$ cat src/rtl/mux_8x1_rr_sched_pkg.sv
// Shared types and widths for the 8-requester round-robin lane scheduler.
package mux_sched_pkg;

  localparam int N_REQ = 8;
  localparam int SEL_W = 3;

  typedef enum logic [1:0] {
    IDLE  = 2'd0,
    GRANT = 2'd1,
    GAP   = 2'd2
  } sched_state_t;

  function automatic logic [N_REQ-1:0] onehot_sel(input logic [SEL_W-1:0] s);
    return N_REQ'(1) << s;
  endfunction

endpackage

$ cat src/rtl/mux_8x1_rr_sched_pick.sv
// Round-robin search: first set bit of req starting at base, wrapping mod 8.
module rr_pick8
  import mux_sched_pkg::*;
(
  input  logic [N_REQ-1:0] req,
  input  logic [SEL_W-1:0] base,
  output logic             found,
  output logic [SEL_W-1:0] idx
);

  logic [2*N_REQ-1:0] dbl;
  logic [N_REQ-1:0]   rot;
  logic [SEL_W-1:0]   off;

  always_comb begin
    dbl = {req, req};
    // rot[j] is requester (base + j) mod 8, so bit 0 is the highest priority
    rot = dbl[base +: N_REQ];
    off = '0;
    for (int i = N_REQ - 1; i >= 0; i--) begin
      if (rot[i]) off = SEL_W'(i);
    end
    found = |req;
    idx   = base + off;
  end

endmodule

$ cat src/rtl/mux_8x1_rr_sched.sv
// Round-robin owner of one 8:1 mux lane: registered grant/select/enable and lane output.
// Handshake: a requester holds req[i] high while it wants the lane; the lane is its
// only while gnt[i]=1, and dropping req[i] releases it at the next clock edge.
module mux_8x1_rr_sched
  import mux_sched_pkg::*;
#(
  parameter int MAX_HOLD = 16
) (
  input  logic             clk,
  input  logic             rst_n,
  input  logic [N_REQ-1:0] req,
  input  logic [N_REQ-1:0] data_in,
  output logic [N_REQ-1:0] gnt,
  output logic [SEL_W-1:0] sel,
  output logic             mux_en,
  output logic             y,
  output logic             busy,
  output logic             timeout,
  output logic [1:0]       dbg_state
);

  localparam int             HW        = (MAX_HOLD < 1) ? 1 : $clog2(MAX_HOLD + 1);
  localparam bit             HOLD_EN   = (MAX_HOLD != 0);
  localparam logic [HW-1:0]  HOLD_LAST = HW'(MAX_HOLD - 1);
  localparam logic [HW-1:0]  HOLD_SAT  = {HW{1'b1}};

  sched_state_t     state_q, state_d;
  logic [SEL_W-1:0] ptr_q, ptr_d;
  logic [HW-1:0]    hold_q, hold_d;
  logic [SEL_W-1:0] sel_d;
  logic             timeout_d;
  logic             pick_found;
  logic [SEL_W-1:0] pick_idx;

  rr_pick8 u_pick (
    .req   (req),
    .base  (ptr_q),
    .found (pick_found),
    .idx   (pick_idx)
  );

  always_comb begin
    state_d   = state_q;
    ptr_d     = ptr_q;
    hold_d    = hold_q;
    sel_d     = sel;
    timeout_d = 1'b0;
    case (state_q)
      IDLE: begin
        if (pick_found) begin
          state_d = GRANT;
          sel_d   = pick_idx;
          hold_d  = '0;
        end
      end
      GRANT: begin
        // A release in the same cycle as the hold limit counts as a release, not a timeout
        if (!req[sel]) begin
          state_d = GAP;
          ptr_d   = sel + SEL_W'(1);
        end else if (HOLD_EN && (hold_q == HOLD_LAST)) begin
          state_d   = GAP;
          ptr_d     = sel + SEL_W'(1);
          timeout_d = 1'b1;
        end else if (hold_q != HOLD_SAT) begin
          hold_d = hold_q + HW'(1);
        end
      end
      GAP:     state_d = IDLE;
      default: state_d = IDLE;
    endcase
  end

  // Outputs are registered from the next-state values so there is no req-to-gnt path
  always_ff @(posedge clk or negedge rst_n) begin
    if (!rst_n) begin
      state_q <= IDLE;
      ptr_q   <= '0;
      hold_q  <= '0;
      sel     <= '0;
      gnt     <= '0;
      mux_en  <= 1'b0;
      busy    <= 1'b0;
      timeout <= 1'b0;
      y       <= 1'b0;
    end else begin
      state_q <= state_d;
      ptr_q   <= ptr_d;
      hold_q  <= hold_d;
      sel     <= sel_d;
      gnt     <= (state_d == GRANT) ? onehot_sel(sel_d) : '0;
      mux_en  <= (state_d == GRANT);
      busy    <= (state_d != IDLE);
      timeout <= timeout_d;
      y       <= mux_en ? data_in[sel] : 1'b0;
    end
  end

  assign dbg_state = state_q;

endmodule

$ cat config.mk
export PLATFORM = sky130hd
export DESIGN_NAME = mux_8x1_rr_sched
export DESIGN_NICKNAME = d
export VERILOG_FILES = /design/src/rtl/mux_8x1_rr_sched_pkg.sv /design/src/rtl/mux_8x1_rr_sched_pick.sv /design/src/rtl/mux_8x1_rr_sched.sv
export SDC_FILE = /design/constraint.sdc
export NUM_CORES = 1
export LEC_CHECK = 0
export ABC_CLOCK_PERIOD_IN_PS = 3100
export BUFFER_PORTS_ARGS = -buffer_cell sky130_fd_sc_hd__clkbuf_2
export CAP_MARGIN = 20
export CORE_ASPECT_RATIO = 0.7
export CORE_UTILIZATION = 50
export CTS_CLUSTER_SIZE = 14
export DETAILED_ROUTE_END_ITERATION = 8
export PLACE_DENSITY = 0.79
export SLEW_MARGIN = 20
export SYNTH_ARGS = -nofsm -noshare
export SYNTH_HDL_FRONTEND = slang
export SYNTH_HIERARCHICAL = 1
export SYNTH_SLANG_ARGS = --single-unit
$ cat constraint.sdc
create_clock -name clk -period 3.1 [get_ports clk]
set_clock_uncertainty 0.15 [all_clocks]
set_input_delay 0.31 -clock clk [delete_from_list [all_inputs] [get_ports clk]]
set_output_delay 0.31 -clock clk [all_outputs]
set_load 0.02 [all_outputs]
Yosys cells after proc, flatten, opt, wreduce, memory -nomap -nowiden
Index checks and enable logic that the tools add are counted.
{"block": "totals", "ff_bits": 25, "latchBits": 0, "ramBits": 0, "rom_bits": 0, "inputBits": 18, "out_inout_bits": 17, "wordCells": 60, "memories": 0}
{"block": "classes", "add_sub_neg": 3, "mul": 0, "div": 0, "magnitude_cmp": 1, "eq_ne": 9, "shift": 2, "n_mux": 30, "n_bitwise": 0, "n_reduce_logical": 6}
{"cell": "3-bit 2-to-1 mux", "n": 12}
{"cell": "5-bit 2-to-1 mux", "n": 4}
{"cell": "16-bit by 4-bit variable part select with 8-bit output", "n": 1}
{"cell": "5-bit one-hot mux with 2 select lines", "n": 1}
{"cell": "8-bit 2-to-1 mux", "n": 1}
{"cell": "2-bit inequality test (second input constant)", "n": 4}
{"cell": "8-bit OR reduction", "n": 1}
{"cell": "1-bit by 3-bit left shift with 8-bit output (first input constant)", "n": 1}
{"cell": "1-bit binary-select mux with 3-bit select", "n": 2}
{"cell": "1-bit 2-to-1 mux", "n": 6}
{"cell": "2-bit 2-to-1 mux", "n": 3}
{"cell": "5-bit by 1-bit adder with 5-bit output (second input constant)", "n": 1}
{"cell": "5-bit by 4-bit equality test with 1-bit output (second input constant)", "n": 1}
{"cell": "5-bit inequality test (second input constant)", "n": 1}
{"cell": "5-bit AND reduction", "n": 1}
{"cell": "2-bit by 1-bit equality test with 1-bit output (second input constant)", "n": 2}
{"cell": "3-bit by 4-bit less-than comparator with 1-bit output (second input constant)", "n": 1}
{"cell": "2-bit one-hot mux with 2 select lines", "n": 1}
{"cell": "2-bit nonzero test", "n": 2}
{"cell": "3-bit by 1-bit adder with 3-bit output (second input constant)", "n": 1}
{"cell": "3-bit adder", "n": 1}
{"cell": "2-bit logical NOT", "n": 1}
{"cell": "2-bit by 1-bit inequality test with 1-bit output (second input constant)", "n": 1}
{"cell": "2-bit AND reduction", "n": 1}

Depth between registers and ports, before layout
{"block": "logic_depth", "ltp_word": 14, "ltp_mapped": 15, "mapped_depth_nobuf": 14}

Cells and area by module
The synthesis kept the hierarchy.
{"mod": "mux_8x1_rr_sched", "instances": 1, "cells_each": 131, "area_per_inst_um2": 1373.8, "seq_area_each_um2": 625.6}
{"mod": "rr_pick8", "instances": 1, "cells_each": 50, "area_per_inst_um2": 519.2, "seq_area_each_um2": 0.0}

Least setup slack after synthesis
Ideal clock, no wire load.
{"block": "synth_timing", "kind": "reg-to-reg", "startpoint": "reg ptr_q[0]", "endpoint": "reg gnt[0]", "setup_time_ns": 0.082, "arrival_ns": 3.101, "required_time_ns": 2.868, "slack_ns": -0.232, "path_stages_with_launch": 14, "path_buffers": 1, "synth_period_minus_slack_ns": 3.332, "path_cell_list": "dfrtp_1 buf_6 mux4_1 mux2i_1 o311ai_0 a21bo_2 a31oi_1 ha_1 inv_1 fa_1 inv_1 or3_1 o31ai_1 nor3b_2"}
{"block": "synth_between", "elab_chain_len": 14}
{"item": "start: declaration", "line_no": "mux_8x1_rr_sched.sv:28", "text": "logic [SEL_W-1:0] ptr_q, ptr_d;"}
{"item": "start signal: assignment", "line_no": "mux_8x1_rr_sched.sv:88", "text": "ptr_q <= ptr_d;"}
{"item": "16-bit by 4-bit variable part select with 8-bit output", "line_no": "mux_8x1_rr_sched_pick.sv:18", "text": "rot = dbl[base +: N_REQ];"}
{"item": "3-bit 2-to-1 mux (8 in series)", "line_no": "mux_8x1_rr_sched_pick.sv:21", "text": "if (rot[i]) off = SEL_W'(i);"}
{"item": "3-bit adder *", "line_no": "mux_8x1_rr_sched_pick.sv:24", "text": "idx = base + off;"}
{"item": "named net pick_idx[1]", "line_no": "mux_8x1_rr_sched.sv:33", "text": "logic [SEL_W-1:0] pick_idx;"}
{"item": "3-bit 2-to-1 mux *", "line_no": "mux_8x1_rr_sched.sv:50", "text": "if (pick_found) begin"}
{"item": "3-bit 2-to-1 mux *", "line_no": "mux_8x1_rr_sched.sv:48", "text": "case (state_q)"}
{"item": "1-bit by 3-bit left shift with 8-bit output *", "line_no": "mux_8x1_rr_sched_pkg.sv:14", "text": "return N_REQ'(1) << s;"}
{"item": "8-bit 2-to-1 mux *", "line_no": "mux_8x1_rr_sched.sv:91", "text": "gnt <= (state_d == GRANT) ? onehot_sel(sel_d) : '0;"}
{"item": "end signal: assignment", "line_no": "mux_8x1_rr_sched.sv:91"}
{"item": "end: declaration", "line_no": "mux_8x1_rr_sched.sv:13", "text": "output logic [N_REQ-1:0] gnt,"}
The timed path passes the listed nets; every way through them passes the cells marked *.
A chain may end at the register's enable or synchronous reset.

Worst setup path in the final report
Ends and elaborated chain as after synthesis.

==> metrics <==
IO Pins 35; First DRT Iteration DRCs 108; FF+latch count, synth 25; Slew headroom 0.520; Core Region approximately 3600 µm²; Layout Nets 259; via count around 1,600; Avg Cell Area, Syn about 10 µm²; Critical Path AT 3410 ps; port bufs 34; status complete, but fails checks; Clock Latency Late Sink between 200 and 300 ps; area delta synth->final 23.2%; Min-Delay Path Class input port to flip-flop; switch share 0.482; most numerous cell in the Yosys netlist nand2_1; Post-synth top flop dfrtp_1; hpwl dp 3.10 mm; Post-synth EDFFs 0; final antenna-violating net count 0; synth top area cells dfrtp_1 (33%), mux4_1 (12%), nand2_1 (5.8%), mux2i_1 (5.3%), ha_1 (3.3%); pin count of the biggest net entering global routing 26; Switch Pwr between 0.001 and 0.0015 W; P_leak about 1.1 nW; Post-Route WL 4.34 mm; placed inst area 2190 µm²; CP max stage cell mux4_2; Worst-path clk slew roughly 90 ps; setup TNS -1770 ps; top cells by instance count after synthesis nand2_1 (29), dfrtp_1 (25), nand3_1 (12); Vias/cell between 5 and 6; Async SR Flop Fraction 1.00; Yosys cell types ~50; mapped cell area 1890 µm²; leading area contributor after synthesis dfrtp_1; ant diodes 0; Die ar. between 4000 and 5000 µm²; CP endpoint kind flip-flop; MaxCap Viol Count 0; number of fill cells between 200 and 300; CP Class flip-flop to flip-flop; Longest Clk Path Bufs 2; CTS tree built; Avg WL per Cell 15.3 µm; RSZ-0062 raised after global routing yes; Num Clock Sinks 25; DIE WIDTH ~76 µm; Pwr per Cell Area roughly 1200 nW/µm²; Syn Nets about 210; Crit Path Max Fanout 4; failing checks setup timing; crit-path cells mux4_2 > mux2i_1 > o311ai_1 > a21bo_2 > a31oi_4 > ha_2 > inv_2 > fa_1 > inv_2 > or3_4 > o31ai_4 > nor3b_2; Cell Int Power about 0.0014 W; crit start category flip-flop; Tot Pwr 0.00279 W; gr ovfl total 0; total track usage 0.221; final hold vios 0; CP required between 3000 and 4000 ps; Max H-tree Level 1; DIE HEIGHT between 50 and 60 µm; Root Driver clkbuf_8; vias in the first global route between 1,000 and 1,500; Post-Syn Instances about 180; clock group share of total power 0.069; Logic pwr share 0.716; fmax 0.297 GHz; ratio of cells with drive above 1 in the final layout 0.419; CTS buffer count 3; initial antenna violation count 0; Final Instance Area about 2300 µm²; Synth warnings 6; IR drop worst, VDD about 690 µV; slack of the critical path -263 ps; register area share after synthesis 0.330; DRC 0; Starting Density 0.529; Tmin final between 3000 and 4000 ps; Worst Tran Pin Value roughly 700 ps; first-pass GRT wire length 6.60 mm; final setup vio count 9; GPL Wtd Cong roughly 0.81; std cell rows 18; Flop pwr share 0.214; period utilisation layout 1.08; CP most frequent cell inv_2; drt pass-1 iters 4; fin. max-slew vios 0; CP peak stage delay 550 ps; top-area cell type share of the netlist area 0.330
[sequential cells by signal (all words and copies together), names as in the netlist]
name       flops
gnt            8
busy           1
dbg_state      2
ptr_q          3
timeout        1
hold_q         5
mux_en         1
sel            3
y              1
[cells by family (layout without fill, tap and decap cells)]
logic type / after synthesis / in the layout / synth area share
simple gates: 81 / 82 / 0.241
compound gates: 23 / 23 / 0.102
flops: 25 / 25 / 0.330
fa+ha+maj: 6 / 6 / 0.0436
mux: 24 / 24 / 0.212
xor+xnor: 3 / 3 / 0.0139
buf+inv: 19 / 71 / 0.0568
[worst max-delay path, delay by kind of cell, from the launching register on]
kind	cells	cell delay, ps
AOI/OAI and AO/OA	4	590
adders and majority gates	2	700
buffers and inverters	2	100
DFF	1	430
muxes	2	750
and+or+nand+nor	2	570
[metrics by stage]
| step | setup WS (ps) | hold slack [ps] | instances | util |
|---|---|---|---|---|
| after floorplan | -144 | -136 | 181 | - |
| after global placement | -170 | 203 | 272 | 0.610 |
| after detailed placement | -247 | 207 | 272 | 0.610 |
| after CTS | -250 | 375 | 279 | 0.632 |
| after global routing | -375 | 395 | 284 | 0.651 |
| final | -263 | 368 | 284 | 0.651 |
[final timing paths]
| check | startpoint | endpoint | slack, ps | cells past startpoint |
|---|---|---|---|---|
| setup / recovery | ptr_q[0]$_DFFE_PN0P_ | gnt[0]$_DFF_PN0_ | -260 | 12 |
| hold / removal | data_in[4] | y$_DFF_PN0_ | 370 | 4 |
| setup reg to reg | ptr_q[0]$_DFFE_PN0P_ | gnt[0]$_DFF_PN0_ | -260 | 12 |
| hold reg to reg | mux_en$_DFF_PN0_ | y$_DFF_PN0_ | 380 | 1 |
| max in group asynchronous | rst_n | ptr_q[0]$_DFFE_PN0P_ | 1950 | 2 |
| min in group asynchronous | rst_n | timeout$_DFF_PN0_ | 420 | 2 |
[power groups by stage]
| stage | clock (W) | sequential, W | combinational [W] |
|---|---|---|---|
| 4_1_cts | 0.000198 | 0.000586 | 0.00175 |
| 2_1_floorplan | 0 | 0.000628 | 0.00130 |
| 3_5_place_dp | 0 | 0.000590 | 0.00170 |
| 6_report | 0.000193 | 0.000599 | 0.00200 |
| 5_1_grt | 0.000206 | 0.000618 | 0.00217 |
| 3_3_place_gp | 0 | 0.000588 | 0.00167 |
[final cells by class]
cell class / instances / area (µm²) / area share
Clock buffer: 3 / 41.3 / 0.0177
Clock inverter: 1 / 5.00 / 0.00215
Inverter: 9 / 33.8 / 0.0145
Multi-Input combinational cell: 138 / 1210 / 0.517
Sequential cell: 25 / 627 / 0.269
Tap cell: 50 / 62.6 / 0.0268
Timing Repair Buffer: 58 / 357 / 0.153
[layer usage]
layer | up-vias | global-route usage | wire length [µm]
met1 | 803 | 0.330 | 2170
met3 | 2 | 0.0533 | 212
met4 | 0 | 0.0154 | 4
met2 | 41 | 0.336 | 1950
met5 | - | 0 | 0
li1 | 770 | - | -
[what timing repair did]
| item | CTS | global route |
|---|---|---|
| buffers inserted | 2 | 4 |
| resized for setup | 1 | 13 |
| pin swaps | 2 | 0 |
| endpoints found under the hold margin | 25 | 0 |
| hold buffers | 1 | 0 |
| endpoints found under the setup margin | 9 | 9 |
| cloned | 0 | 1 |
[placed cells by master, fill, tap and decap left out, types with 5 or more instances in the layout]
cell type / n
buf_4: 22
clkbuf_2: 34
dfrtp_1: 24
inv_1: 5
mux2i_1: 9
mux4_1: 5
nand2_1: 27
nand3_1: 12
nor2_1: 6
Power figures use the tool's default switching activity.
